`config.mk`:
```
export PLATFORM = sky130hd
export DESIGN_NAME = scan_display_flat
export DESIGN_NICKNAME = d
export VERILOG_FILES = /design/src/rtl/scan_display_pkg.sv /design/src/rtl/scan_display_if.sv /design/src/rtl/scan_display_hex7seg.sv /design/src/rtl/scan_display.sv /design/src/flat_wrapper.sv
export SDC_FILE = /design/constraint.sdc
export NUM_CORES = 1
export LEC_CHECK = 0
export ABC_AREA = 1
export CORE_MARGIN = 2
export CORE_UTILIZATION = 50
export DETAILED_ROUTE_END_ITERATION = 8
export PLACE_DENSITY = 0.73
export SYNTH_ARGS = -nofsm -noshare
export SYNTH_HDL_FRONTEND = slang
export SYNTH_SLANG_ARGS = --single-unit
export TNS_END_PERCENT = 100
```
`constraint.sdc`:
```
create_clock -name clk -period 3.65 [get_ports clk]
set_input_delay 0.73 -clock clk [delete_from_list [all_inputs] [get_ports clk]]
set_output_delay 0.73 -clock clk [all_outputs]
set_load 0.01 [all_outputs]
```
`src/rtl/scan_display_pkg.sv`:
```
// Shared constants and types for the scan_display block.
// Holds the digit count, blanking patterns, the hex-to-segment table
// (active-low, bit order {g,f,e,d,c,b,a}) and the scan FSM state type.
package scan_display_pkg;

    localparam int unsigned NUM_DIGITS = 4;

    localparam logic [6:0] SEG_BLANK = 7'b1111111;
    localparam logic [3:0] AN_OFF    = 4'b1111;

    localparam logic [6:0] SEG_HEX_0 = 7'b1000000;
    localparam logic [6:0] SEG_HEX_1 = 7'b1111001;
    localparam logic [6:0] SEG_HEX_2 = 7'b0100100;
    localparam logic [6:0] SEG_HEX_3 = 7'b0110000;
    localparam logic [6:0] SEG_HEX_4 = 7'b0011001;
    localparam logic [6:0] SEG_HEX_5 = 7'b0010010;
    localparam logic [6:0] SEG_HEX_6 = 7'b0000010;
    localparam logic [6:0] SEG_HEX_7 = 7'b1111000;
    localparam logic [6:0] SEG_HEX_8 = 7'b0000000;
    localparam logic [6:0] SEG_HEX_9 = 7'b0010000;
    localparam logic [6:0] SEG_HEX_A = 7'b0001000;
    localparam logic [6:0] SEG_HEX_B = 7'b0000011;
    localparam logic [6:0] SEG_HEX_C = 7'b1000110;
    localparam logic [6:0] SEG_HEX_D = 7'b0100001;
    localparam logic [6:0] SEG_HEX_E = 7'b0000110;
    localparam logic [6:0] SEG_HEX_F = 7'b0001110;

    // Element n of the packed array is the pattern for nibble value n.
    localparam logic [15:0][6:0] HEX_SEG = {
        SEG_HEX_F, SEG_HEX_E, SEG_HEX_D, SEG_HEX_C,
        SEG_HEX_B, SEG_HEX_A, SEG_HEX_9, SEG_HEX_8,
        SEG_HEX_7, SEG_HEX_6, SEG_HEX_5, SEG_HEX_4,
        SEG_HEX_3, SEG_HEX_2, SEG_HEX_1, SEG_HEX_0
    };

    typedef enum logic {
        StBlank,
        StShow
    } state_t;

endpackage

```
`src/rtl/scan_display_if.sv`:
```
// Bundle between the display scanner and its surroundings.
//   num        digit index driven to the nibble selector
//   data       selected nibble returned by the selector
//   dp_en      per-digit decimal point enables
//   an         anode enables, active-low
//   seg        segments {g,f,e,d,c,b,a}, active-low
//   dp         decimal point, active-low
//   frame_tick one-cycle pulse at the end of digit 0's slot
// slave: the scanner side; master: the selector / display side.
interface scan_display_if;
    import scan_display_pkg::*;

    logic [1:0]            num;
    logic [3:0]            data;
    logic [NUM_DIGITS-1:0] dp_en;
    logic [NUM_DIGITS-1:0] an;
    logic [6:0]            seg;
    logic                  dp;
    logic                  frame_tick;

    modport slave (
        output num, an, seg, dp, frame_tick,
        input  data, dp_en
    );

    modport master (
        input  num, an, seg, dp, frame_tick,
        output data, dp_en
    );

endinterface

```
`src/rtl/scan_display_hex7seg.sv`:
```
// hex7seg: purely combinational hex nibble to seven-segment decoder.
//   nibble  in  4  value to display
//   seg     out 7  active-low segments {g,f,e,d,c,b,a}
module hex7seg
    import scan_display_pkg::*;
(
    input  logic [3:0] nibble,
    output logic [6:0] seg
);

    assign seg = HEX_SEG[nibble];

endmodule

```
`src/rtl/scan_display.sv`:
```
// scan_display: time-multiplexed driver for a 4-digit common-anode
// seven-segment display. Each digit slot lasts DIGIT_CYCLES clocks; the first
// BLANK_CYCLES of each slot keep all anodes off so the nibble selector can
// settle and no ghosting occurs. Scan order is digit 3,2,1,0.
// Parameters: DIGIT_CYCLES (>= 4), BLANK_CYCLES (1 <= BLANK_CYCLES < DIGIT_CYCLES).
// Ports:
//   clk    system clock
//   rst_n  asynchronous active-low reset
//   bus    scan_display_if.slave (num, data, dp_en, an, seg, dp, frame_tick)
// Optional build macro SCAN_DISPLAY_LZ_SUPPRESS_EN enables leading-zero
// suppression on digits 3..1.
module scan_display
    import scan_display_pkg::*;
#(
    parameter int unsigned DIGIT_CYCLES = 100000,
    parameter int unsigned BLANK_CYCLES = 1000
) (
    input  logic         clk,
    input  logic         rst_n,
    scan_display_if.slave bus
);

    localparam int unsigned     CNT_W    = $clog2(DIGIT_CYCLES);
    localparam logic [CNT_W-1:0] CNT_LAST = CNT_W'(DIGIT_CYCLES - 1);
    localparam logic [CNT_W-1:0] CNT_SHOW = CNT_W'(BLANK_CYCLES - 1);

    state_t           state_q, state_d;
    logic [CNT_W-1:0] cnt_q, cnt_d;
    logic [1:0]       num_q, num_d;
    logic [3:0]       an_q, an_d;
    logic [6:0]       seg_q, seg_d;
    logic             dp_q, dp_d;
    logic             tick_q, tick_d;
    logic [6:0]       dec_seg;
    logic             slot_end;
    logic             show_edge;

`ifdef SCAN_DISPLAY_LZ_SUPPRESS_EN
    logic lz_q, lz_d;
`endif

    hex7seg u_hex7seg (
        .nibble (bus.data),
        .seg    (dec_seg)
    );

    assign slot_end  = (cnt_q == CNT_LAST);
    assign show_edge = (state_q == StBlank) && (cnt_q == CNT_SHOW);

    // State register
    always_ff @(posedge clk or negedge rst_n) begin
        if (!rst_n) begin
            state_q <= StBlank;
        end else begin
            state_q <= state_d;
        end
    end

    // Next-state logic
    always_comb begin
        state_d = state_q;
        if (slot_end) begin
            state_d = StBlank;
        end else if (show_edge) begin
            state_d = StShow;
        end
    end

    // Output / datapath next-state logic; everything leaves through registers.
    always_comb begin
        cnt_d  = slot_end ? '0 : cnt_q + 1'b1;
        num_d  = num_q;
        an_d   = an_q;
        seg_d  = seg_q;
        dp_d   = dp_q;
        tick_d = 1'b0;
`ifdef SCAN_DISPLAY_LZ_SUPPRESS_EN
        lz_d   = lz_q;
`endif
        if (slot_end) begin
            num_d  = num_q - 2'd1;
            an_d   = AN_OFF;
            seg_d  = SEG_BLANK;
            dp_d   = 1'b1;
            tick_d = (num_q == 2'd0);
`ifdef SCAN_DISPLAY_LZ_SUPPRESS_EN
            // Next slot is digit 3: arm suppression for a new frame.
            if (num_q == 2'd0) begin
                lz_d = 1'b1;
            end
`endif
        end else if (show_edge) begin
`ifdef SCAN_DISPLAY_LZ_SUPPRESS_EN
            // A leading zero stays dark; digit 0 always lights.
            if (lz_q && (num_q != 2'd0) && (bus.data == 4'h0)) begin
                an_d  = AN_OFF;
                seg_d = SEG_BLANK;
                dp_d  = 1'b1;
            end else begin
                an_d  = ~(4'b0001 << num_q);
                seg_d = dec_seg;
                dp_d  = ~bus.dp_en[num_q];
                lz_d  = 1'b0;
            end
`else
            an_d  = ~(4'b0001 << num_q);
            seg_d = dec_seg;
            dp_d  = ~bus.dp_en[num_q];
`endif
        end
    end

    always_ff @(posedge clk or negedge rst_n) begin
        if (!rst_n) begin
            cnt_q  <= '0;
            num_q  <= 2'b11;
            an_q   <= AN_OFF;
            seg_q  <= SEG_BLANK;
            dp_q   <= 1'b1;
            tick_q <= 1'b0;
        end else begin
            cnt_q  <= cnt_d;
            num_q  <= num_d;
            an_q   <= an_d;
            seg_q  <= seg_d;
            dp_q   <= dp_d;
            tick_q <= tick_d;
        end
    end

`ifdef SCAN_DISPLAY_LZ_SUPPRESS_EN
    always_ff @(posedge clk or negedge rst_n) begin
        if (!rst_n) begin
            lz_q <= 1'b1;
        end else begin
            lz_q <= lz_d;
        end
    end
`endif

    assign bus.num        = num_q;
    assign bus.an         = an_q;
    assign bus.seg        = seg_q;
    assign bus.dp         = dp_q;
    assign bus.frame_tick = tick_q;

endmodule
```
`src/flat_wrapper.sv`:
```
// flat-port wrapper written by rule: the top's interface ports become plain ports
module scan_display_flat import scan_display_pkg::*;
#(
    parameter int unsigned DIGIT_CYCLES = 100000,
    parameter int unsigned BLANK_CYCLES = 1000
)
  (clk, rst_n, bus_num, bus_an, bus_seg, bus_dp, bus_frame_tick, bus_data, bus_dp_en);
  scan_display_if bus_i ();
  input  logic clk;
  input  logic rst_n;
  output wire logic [$bits(bus_i.num)-1:0] bus_num;
  output wire logic [$bits(bus_i.an)-1:0] bus_an;
  output wire logic [$bits(bus_i.seg)-1:0] bus_seg;
  output wire logic [$bits(bus_i.dp)-1:0] bus_dp;
  output wire logic [$bits(bus_i.frame_tick)-1:0] bus_frame_tick;
  input wire logic [$bits(bus_i.data)-1:0] bus_data;
  input wire logic [$bits(bus_i.dp_en)-1:0] bus_dp_en;
  assign bus_num = bus_i.num;
  assign bus_an = bus_i.an;
  assign bus_seg = bus_i.seg;
  assign bus_dp = bus_i.dp;
  assign bus_frame_tick = bus_i.frame_tick;
  assign bus_i.data = bus_data;
  assign bus_i.dp_en = bus_dp_en;
  scan_display #(.DIGIT_CYCLES(DIGIT_CYCLES), .BLANK_CYCLES(BLANK_CYCLES)) u_core (.clk(clk), .rst_n(rst_n), .bus(bus_i));
endmodule
```
==> metrics.yaml, run 1 <==
synth_area_leaders: "dfrtp_1 23%, dfstp_2 18%, nand2_1 13%"
area_growth_pct: 18.9
finalCriticalPeriod_ns: 2.14
synth_ff_type: "dfrtp_1"
rows: 23
nets: 317
wire_per_inst_um: 11.7
ys_seq_elements: 33
ctsHoldBuffers: 0
synth.distinct_cells: 24
cts_setup_buffers: 0
yosysTopAreaCell: "dfrtp_1"
slowest_stage: "dfstp_2"
period_share_pct: 58.7
synthTopCellsByCount: "72 x nand2_1, 43 x nor2_1, 32 x nand3_1"
cts_buffers: 5
grt_pass1_wl_um: 6810
path_clk_slew_ns: 0.07
fp.dieH_um: 67.7
grt_overflow: 0
layout.cells.non_filler: 346
worstPathRequired_ns: 2.92
cts_sinks: 33
maxCapViolCount: 0
async_reset_ff_share_pct: 100
grt_max_degree: 34
ant_nets: 0
die_w_um: 67.7
place_congestion: 0.843
arrival_ns: 1.41
firstDrtPassIters: 4
antenna_found_initial: 0
port_buffers: 24
cp-start-kind: "flip-flop"
critPathKind: "flip-flop to output port"
slowest_delay_ns: 0.58
groute.usage.overall_pct: 20.0
h-tree-depth: 2
insertion_delay_ns: 0.29
ios: 25
cp_cell_sequence: "clkdlybuf4s50_1"
leakage_uw: 0.00121
holdWs_ns: 0.486
synth_area_um2: 2030
dieArea_um2: 4580
clock_skew_ns: 0.00845
synth_edf_count: 0
finalSetupViolCount: 0
synthCells: 269
core_area_um2: 3940
diodes: 0
irDropWorstVdd_mv: 0.171
wirelength_um: 4050
finalHoldViolations: 0
start_util_pct: 51.5
dp_hpwl_um: 2850
fin_setup_tns_ns: 0
tritoncts: "built"
cp_num_buf_inv: 1
synth_nets: 291
drive_gt1_share_pct: 11.8
dr.first_iter.drc_count: 128
outcome: "finished clean"
cts-root-buf: "clkbuf_8"
max_slew_margin_pct: 72.5
tightest_slew_ns: 0.413
yosysMostFrequentCell: "nand2_1"
yosysSeqAreaShare_pct: 41.6
cts_resized: 0
powerDensity_nw_per_um2: 317
dp_cells: 338
synth_top_area_share_pct: 23.4
clockBufferDepth: 2
drv_slew: 0
end_kind: "output port"
drc: 0
viasPerCell: 5.01
hold_class: "flip-flop to flip-flop"
vias: 1733
fillCellCount: 359
rsz0062_at_grt: "false"
yosysWarnings: 0
grt_pass1_vias: 1525
syn_avg_cell_area_um2: 7.54
critical_path.max_fanout: 6
critical-path-top-delay-family: "flip-flops"
max_freq_mhz: 466
==> cell usage in the layout (no fill, tap or decap), drive strengths merged <==
cell type,count
dfstp,14
clkbuf,7
xor2,8
a21oi,2
o21ai,15
dfrtp,19
clkdlybuf4s50,24
nor2,47
buf,1
ha,12
nor3,4
nand2,77
inv,28
and2,1
o21a,1
nand4,2
nand3,33
bufinv,1
==> layer usage <==
metal / vias to the layer above / part of all wire (%) / GRT usage, %
li1: 888 / - / -
met1: 801 / 47 / 26.1
met2: 39 / 46 / 31.7
met3: 5 / 5.0 / 5.67
met4: 0 / 1.2 / 6.89
met5: - / 0 / 0
==> path summary, 6_finish.rpt <==
path / startpoint / to / slack, ns / depth (start not counted)
hold / removal: u_core.bus.seg[4] / u_core.bus.seg[4] / 0.49 / 2
max in group asynchronous: rst_n / u_core.bus.seg[4] / 2.47 / 2
setup / recovery: u_core.bus.num[0] / bus_num[0] / 1.51 / 1
setup reg to reg: u_core.cnt_q[0] / u_core.bus.an[3] / 2.04 / 9
min in group asynchronous: rst_n / u_core.cnt_q[11] / 0.84 / 2
hold reg to reg: u_core.bus.seg[4] / u_core.bus.seg[4] / 0.49 / 2
==> cell families after synthesis <==
family	synth area share (%)
fa+ha+maj	7.40
compound gates	4.56
xor+xnor	3.45
buf+inv	7.27
flops	41.6
simple gates	35.8
==> power breakdown <==
| part | leakage (µW) | switching [µW] | internal (µW) |
|---|---|---|---|
| combinational | 0.000755 | 23.7 | 16.8 |
| sequential | 0.000397 | 0 | 366 |
| clock | 0.0000585 | 137 | 223 |
==> state kept, by name, summed over array words and instances, names as in the netlist <==
| register | cells |
|---|---|
| u_core.bus.an | 4 |
| u_core.bus.dp | 1 |
| u_core.bus.frame_tick | 1 |
| u_core.bus.num | 2 |
| u_core.bus.seg | 7 |
| u_core.cnt_q | 17 |
| u_core.state_q | 1 |
==> final cells by class <==
type	count	area [µm²]	area share, %
multi-input combinational	202	1040	43.0
sequential	33	843	34.9
timing repair buffer	25	248	10.3
inverter	28	105	4.35
clock buffer	7	86.3	3.58
tap	50	62.6	2.59
clock inverter	1	30.0	1.24
==> through the flow <==
step	worst slack, ns	instance area (µm²)	utilization [%]	total power (µW)
floorplan	2.10	2030	-	391
global placement	1.47	2300	58.3	413
detailed placement	1.40	2300	58.3	414
CTS	1.49	2410	61.2	774
global route	1.46	2410	61.2	796
finish	1.51	2410	61.2	766
(Power assumes the default switching activity.)
==> run 2, diff against run 1 <==
==> constraint.sdc (replaced) <==
create_clock -name clk -period 2.2 [get_ports clk]
set_input_delay 0.44 -clock clk [delete_from_list [all_inputs] [get_ports clk]]
set_output_delay 0.44 -clock clk [all_outputs]
set_load 0.01 [all_outputs]
==> metrics.yaml, run 2 (same netlist as run 1, synthesis figures left out) <==
place_congestion: 0.875
h-tree-depth: 2
largest_reg_flops: 17
rsz0062_at_grt: "false"
finalHoldViolations: 0
worstPathRequired_ns: 1.76
grt_overflow: 0
cts_sinks: 33
end_kind: "output port"
grt_pass1_wl_um: 6960
drv_slew: 0
clock_skew_ns: 0.00793
finalSetupViolCount: 0
dieArea_um2: 4580
ios: 25
groute.usage.overall_pct: 19.8
r2r_start: "u_core.cnt_q[0]"
core_area_um2: 3940
crit_start: "u_core.bus.num[0]"
cp_num_buf_inv: 1
antenna_found_initial: 0
port_buffers: 24
start_util_pct: 51.5
final_cell_mix: "72 x nand2_1, 43 x nor2_1, 32 x nand3_1, 25 x inv_1, 24 x clkdlybuf4s50_1"
ctsHoldBuffers: 0
reg2reg_depth: 9
path_clk_slew_ns: 0.07
worst_hold_startpoint: "u_core.bus.seg[4]"
drive_gt1_share_pct: 12.2
tritoncts: "built"
min_path_cells: 2
leakage_uw: 0.00121
max_slew_margin_pct: 72.7
setup_ws_ns: 0.352
tightest_slew_ns: 0.409
wire_per_inst_um: 11.5
holdWs_ns: 0.490
critical-path-top-delay-family: "flip-flops"
rows: 23
outcome: "finished clean"
wirelength_um: 3990
grt_max_degree: 34
area_growth_pct: 18.2
vias: 1732
post-route-util_pct: 60.8
grt_pass1_vias: 1591
cts_setup_buffers: 0
dp_hpwl_um: 2790
cts_resized: 0
ant_nets: 0
maxCapViolCount: 0
slowest_stage: "dfstp_2"
critical_path.max_fanout: 6
arrival_ns: 1.41
top_register: "u_core.cnt_q"
firstDrtPassIters: 4
viasPerCell: 5.01
die_w_um: 67.7
fp.dieH_um: 67.7
hold_class: "flip-flop to flip-flop"
cts-root-buf: "clkbuf_8"
drc: 0
cp-start-kind: "flip-flop"
layout_commonest_cell: "nand2_1"
cts_buffers: 5
slowest_delay_ns: 0.58
irDropWorstVdd_mv: 0.294
max_freq_mhz: 541
powerDensity_nw_per_um2: 493
diodes: 0
crit_cells: 1
critPathKind: "flip-flop to output port"
cp_cell_sequence: "clkdlybuf4s50_1"
clockBufferDepth: 2
pre_cts_slack_ns: 0.276
fin_setup_tns_ns: 0
period_share_pct: 84.0
placedInstanceArea_um2: 2300
insertion_delay_ns: 0.28
final_area_um2: 2400
finalCriticalPeriod_ns: 1.85
dr.first_iter.drc_count: 147
nets: 317
-- run 2: cell type report --
type                    count  area, µm²
fillers                   353       1540
clock buffers               7       96.3
clock inverters             1       5.00
multi-input cells         202       1040
repair buffers             25        248
well taps                  50       62.6
inverters                  28        105
flip-flops and latches     33        843
-- run 2: path summary, 6_finish.rpt --
| path | end | slack [ns] |
|---|---|---|
| setup / recovery | bus_num[0] | 0.35 |
| hold / removal | u_core.bus.seg[4] | 0.49 |
| setup reg to reg | u_core.bus.seg[2] | 0.58 |
| hold reg to reg | u_core.bus.seg[4] | 0.49 |
| max in group asynchronous | u_core.bus.an[0] | 1.31 |
| min in group asynchronous | u_core.cnt_q[4] | 0.56 |
-- run 2: where the power goes --
group          leakage, µW  switching [µW]  internal (µW)
Clock            0.0000542             225            283
Combinational     0.000755            38.2           27.8
Sequential        0.000397               0            608
-- run 2: routing by layer --
layer  up-vias  routed length, µm  global-route usage (%)
li1        893                  -                       -
met1       782               1930                    26.5
met2        51               1790                    31.4
met3         6                199                    3.17
met4         0                 65                    8.67
met5         -                  0                       0
-- run 2: per-stage QoR --
step                std cells  power, µW
finish                    346       1180
detailed placement        338        685
global placement          338        685
floorplan                 269        648
CTS                       346       1200
global route              346       1230
==> run 3, diff against run 2 <==
==> constraint.sdc (replaced) <==
create_clock -name clk -period 1.81 [get_ports clk]
set_input_delay 0.362 -clock clk [delete_from_list [all_inputs] [get_ports clk]]
set_output_delay 0.362 -clock clk [all_outputs]
set_load 0.01 [all_outputs]
==> metrics.yaml, run 3 (same netlist as run 1, synthesis figures left out) <==
outcome: "finished clean"
fin_setup_tns_ns: 0
largest_reg_flops: 17
pre_cts_slack_ns: 0.0306
end_kind: "output port"
diodes: 0
max_slew_margin_pct: 72.4
crit_start: "u_core.bus.an[3]"
worstPathRequired_ns: 1.45
vias: 1726
total_power_uw: 1440
arrival_ns: 1.37
critPathKind: "flip-flop to output port"
hold_class: "input pin to async pin"
clockBufferDepth: 2
nets: 319
cts-root-buf: "clkbuf_8"
drive_gt1_share_pct: 12.8
path_clk_slew_ns: 0.07
area_growth_pct: 19.2
swShare_pct: 22.1
power_frac_comb_pct: 5.9
wire_per_inst_um: 11.5
antenna_found_initial: 0
grt_pass1_vias: 1554
die_w_um: 67.7
start_util_pct: 51.5
critical-path-top-delay-family: "flip-flops"
irDropWorstVdd_mv: 0.345
ios: 25
firstDrtPassIters: 4
wirelength_um: 4000
cp_num_buf_inv: 1
drc: 0
insertion_delay_ns: 0.29
top_register: "u_core.cnt_q"
cts_sinks: 33
cts_setup_buffers: 0
p_clk_share_pct: 42.7
leakage_uw: 0.00125
finalHoldViolations: 0
cts_buffers: 5
internal_power_uw: 1120
final_cell_mix: "72 x nand2_1, 43 x nor2_1, 32 x nand3_1, 25 x inv_1, 22 x clkdlybuf4s50_1"
h-tree-depth: 2
post-route-util_pct: 61.3
place_congestion: 0.838
powerDensity_nw_per_um2: 594
cp-start-kind: "flip-flop"
rsz0062_at_grt: "false"
finalCriticalPeriod_ns: 1.73
fillCellCount: 359
groute.usage.overall_pct: 20.2
grt_max_degree: 34
finalSetupViolCount: 0
r2r_start: "u_core.cnt_q[0]"
setup_ws_ns: 0.0783
slowest_delay_ns: 0.55
power.switching_uw: 318
ant_nets: 0
slowest_stage: "dfstp_2"
port_buffers: 24
fp.dieH_um: 67.7
cp_cell_sequence: "clkdlybuf4s50_1"
dr.first_iter.drc_count: 90
ctsHoldBuffers: 0
max_freq_mhz: 577
dp_hpwl_um: 2870
critical_path.max_fanout: 2
tightest_slew_ns: 0.414
layout_commonest_cell: "nand2_1"
maxCapViolCount: 0
core_area_um2: 3940
grt_pass1_wl_um: 6920
viasPerCell: 4.96
tritoncts: "built"
p_seq_share_pct: 51.4
dieArea_um2: 4580
rows: 23
period_share_pct: 95.7
grt_overflow: 0
clock_skew_ns: 0.00814
drv_slew: 0
-- run 3: cell types whose count changed in the layout (fill, tap and decap cells not counted), sizes merged --
cell and change:
dlymetal6s2s +2, buf +2, clkdlybuf4s50 -2
-- run 3: cell type report --
cell class	count	area, µm²	area share, %
Clock buffer	7	96.3	3.98
Clock inverter	1	5.00	0.207
Inverter	28	105	4.35
Multi-Input combinational cell	202	1040	42.9
Sequential cell	33	843	34.9
Tap cell	50	62.6	2.59
Timing Repair Buffer	27	268	11.1
-- run 3: repair_timing --
item                                   CTS  global route
endpoints found under the hold margin    0             0
gates resized for setup                  0             2
setup endpoints to repair                0             2
-- run 3: layer usage --
layer	track usage, %	vias to the layer above	share of wire (%)
met1	27.0	785	49
met5	0	-	0
met3	5.17	7	4.3
met4	7.14	0	1.5
met2	31.5	36	45
li1	-	898	-
-- run 3: stage by stage --
step	hold slack (ns)	cells	area, µm²
after floorplan	0.0664	269	2030
after global placement	0.475	340	2310
after detailed placement	0.479	340	2310
after CTS	0.489	348	2410
after global routing	0.497	348	2420
final	0.481	348	2420
-- run 3: final timing paths --
check,endpoint,slack (ns),cells after the start
worst max-delay path,bus_an[3],0.08,1
worst min-delay path,u_core.cnt_q[4],0.48,2
min in group clk,u_core.cnt_q[0],0.49,1
worst min register to register,u_core.cnt_q[0],0.49,1
worst max register to register,u_core.bus.an[3],0.19,9
max in group asynchronous,u_core.bus.seg[2],1.00,2
-- run 3: power by group through the flow --
stage | registers (µW) | logic (µW) | clock network (µW)
floorplan | 752 | 36.5 | 0
global placement | 752 | 84.5 | 0
detailed placement | 752 | 85.8 | 0
CTS | 739 | 86.0 | 633
global route | 738 | 98.4 | 666
finish | 739 | 84.8 | 613
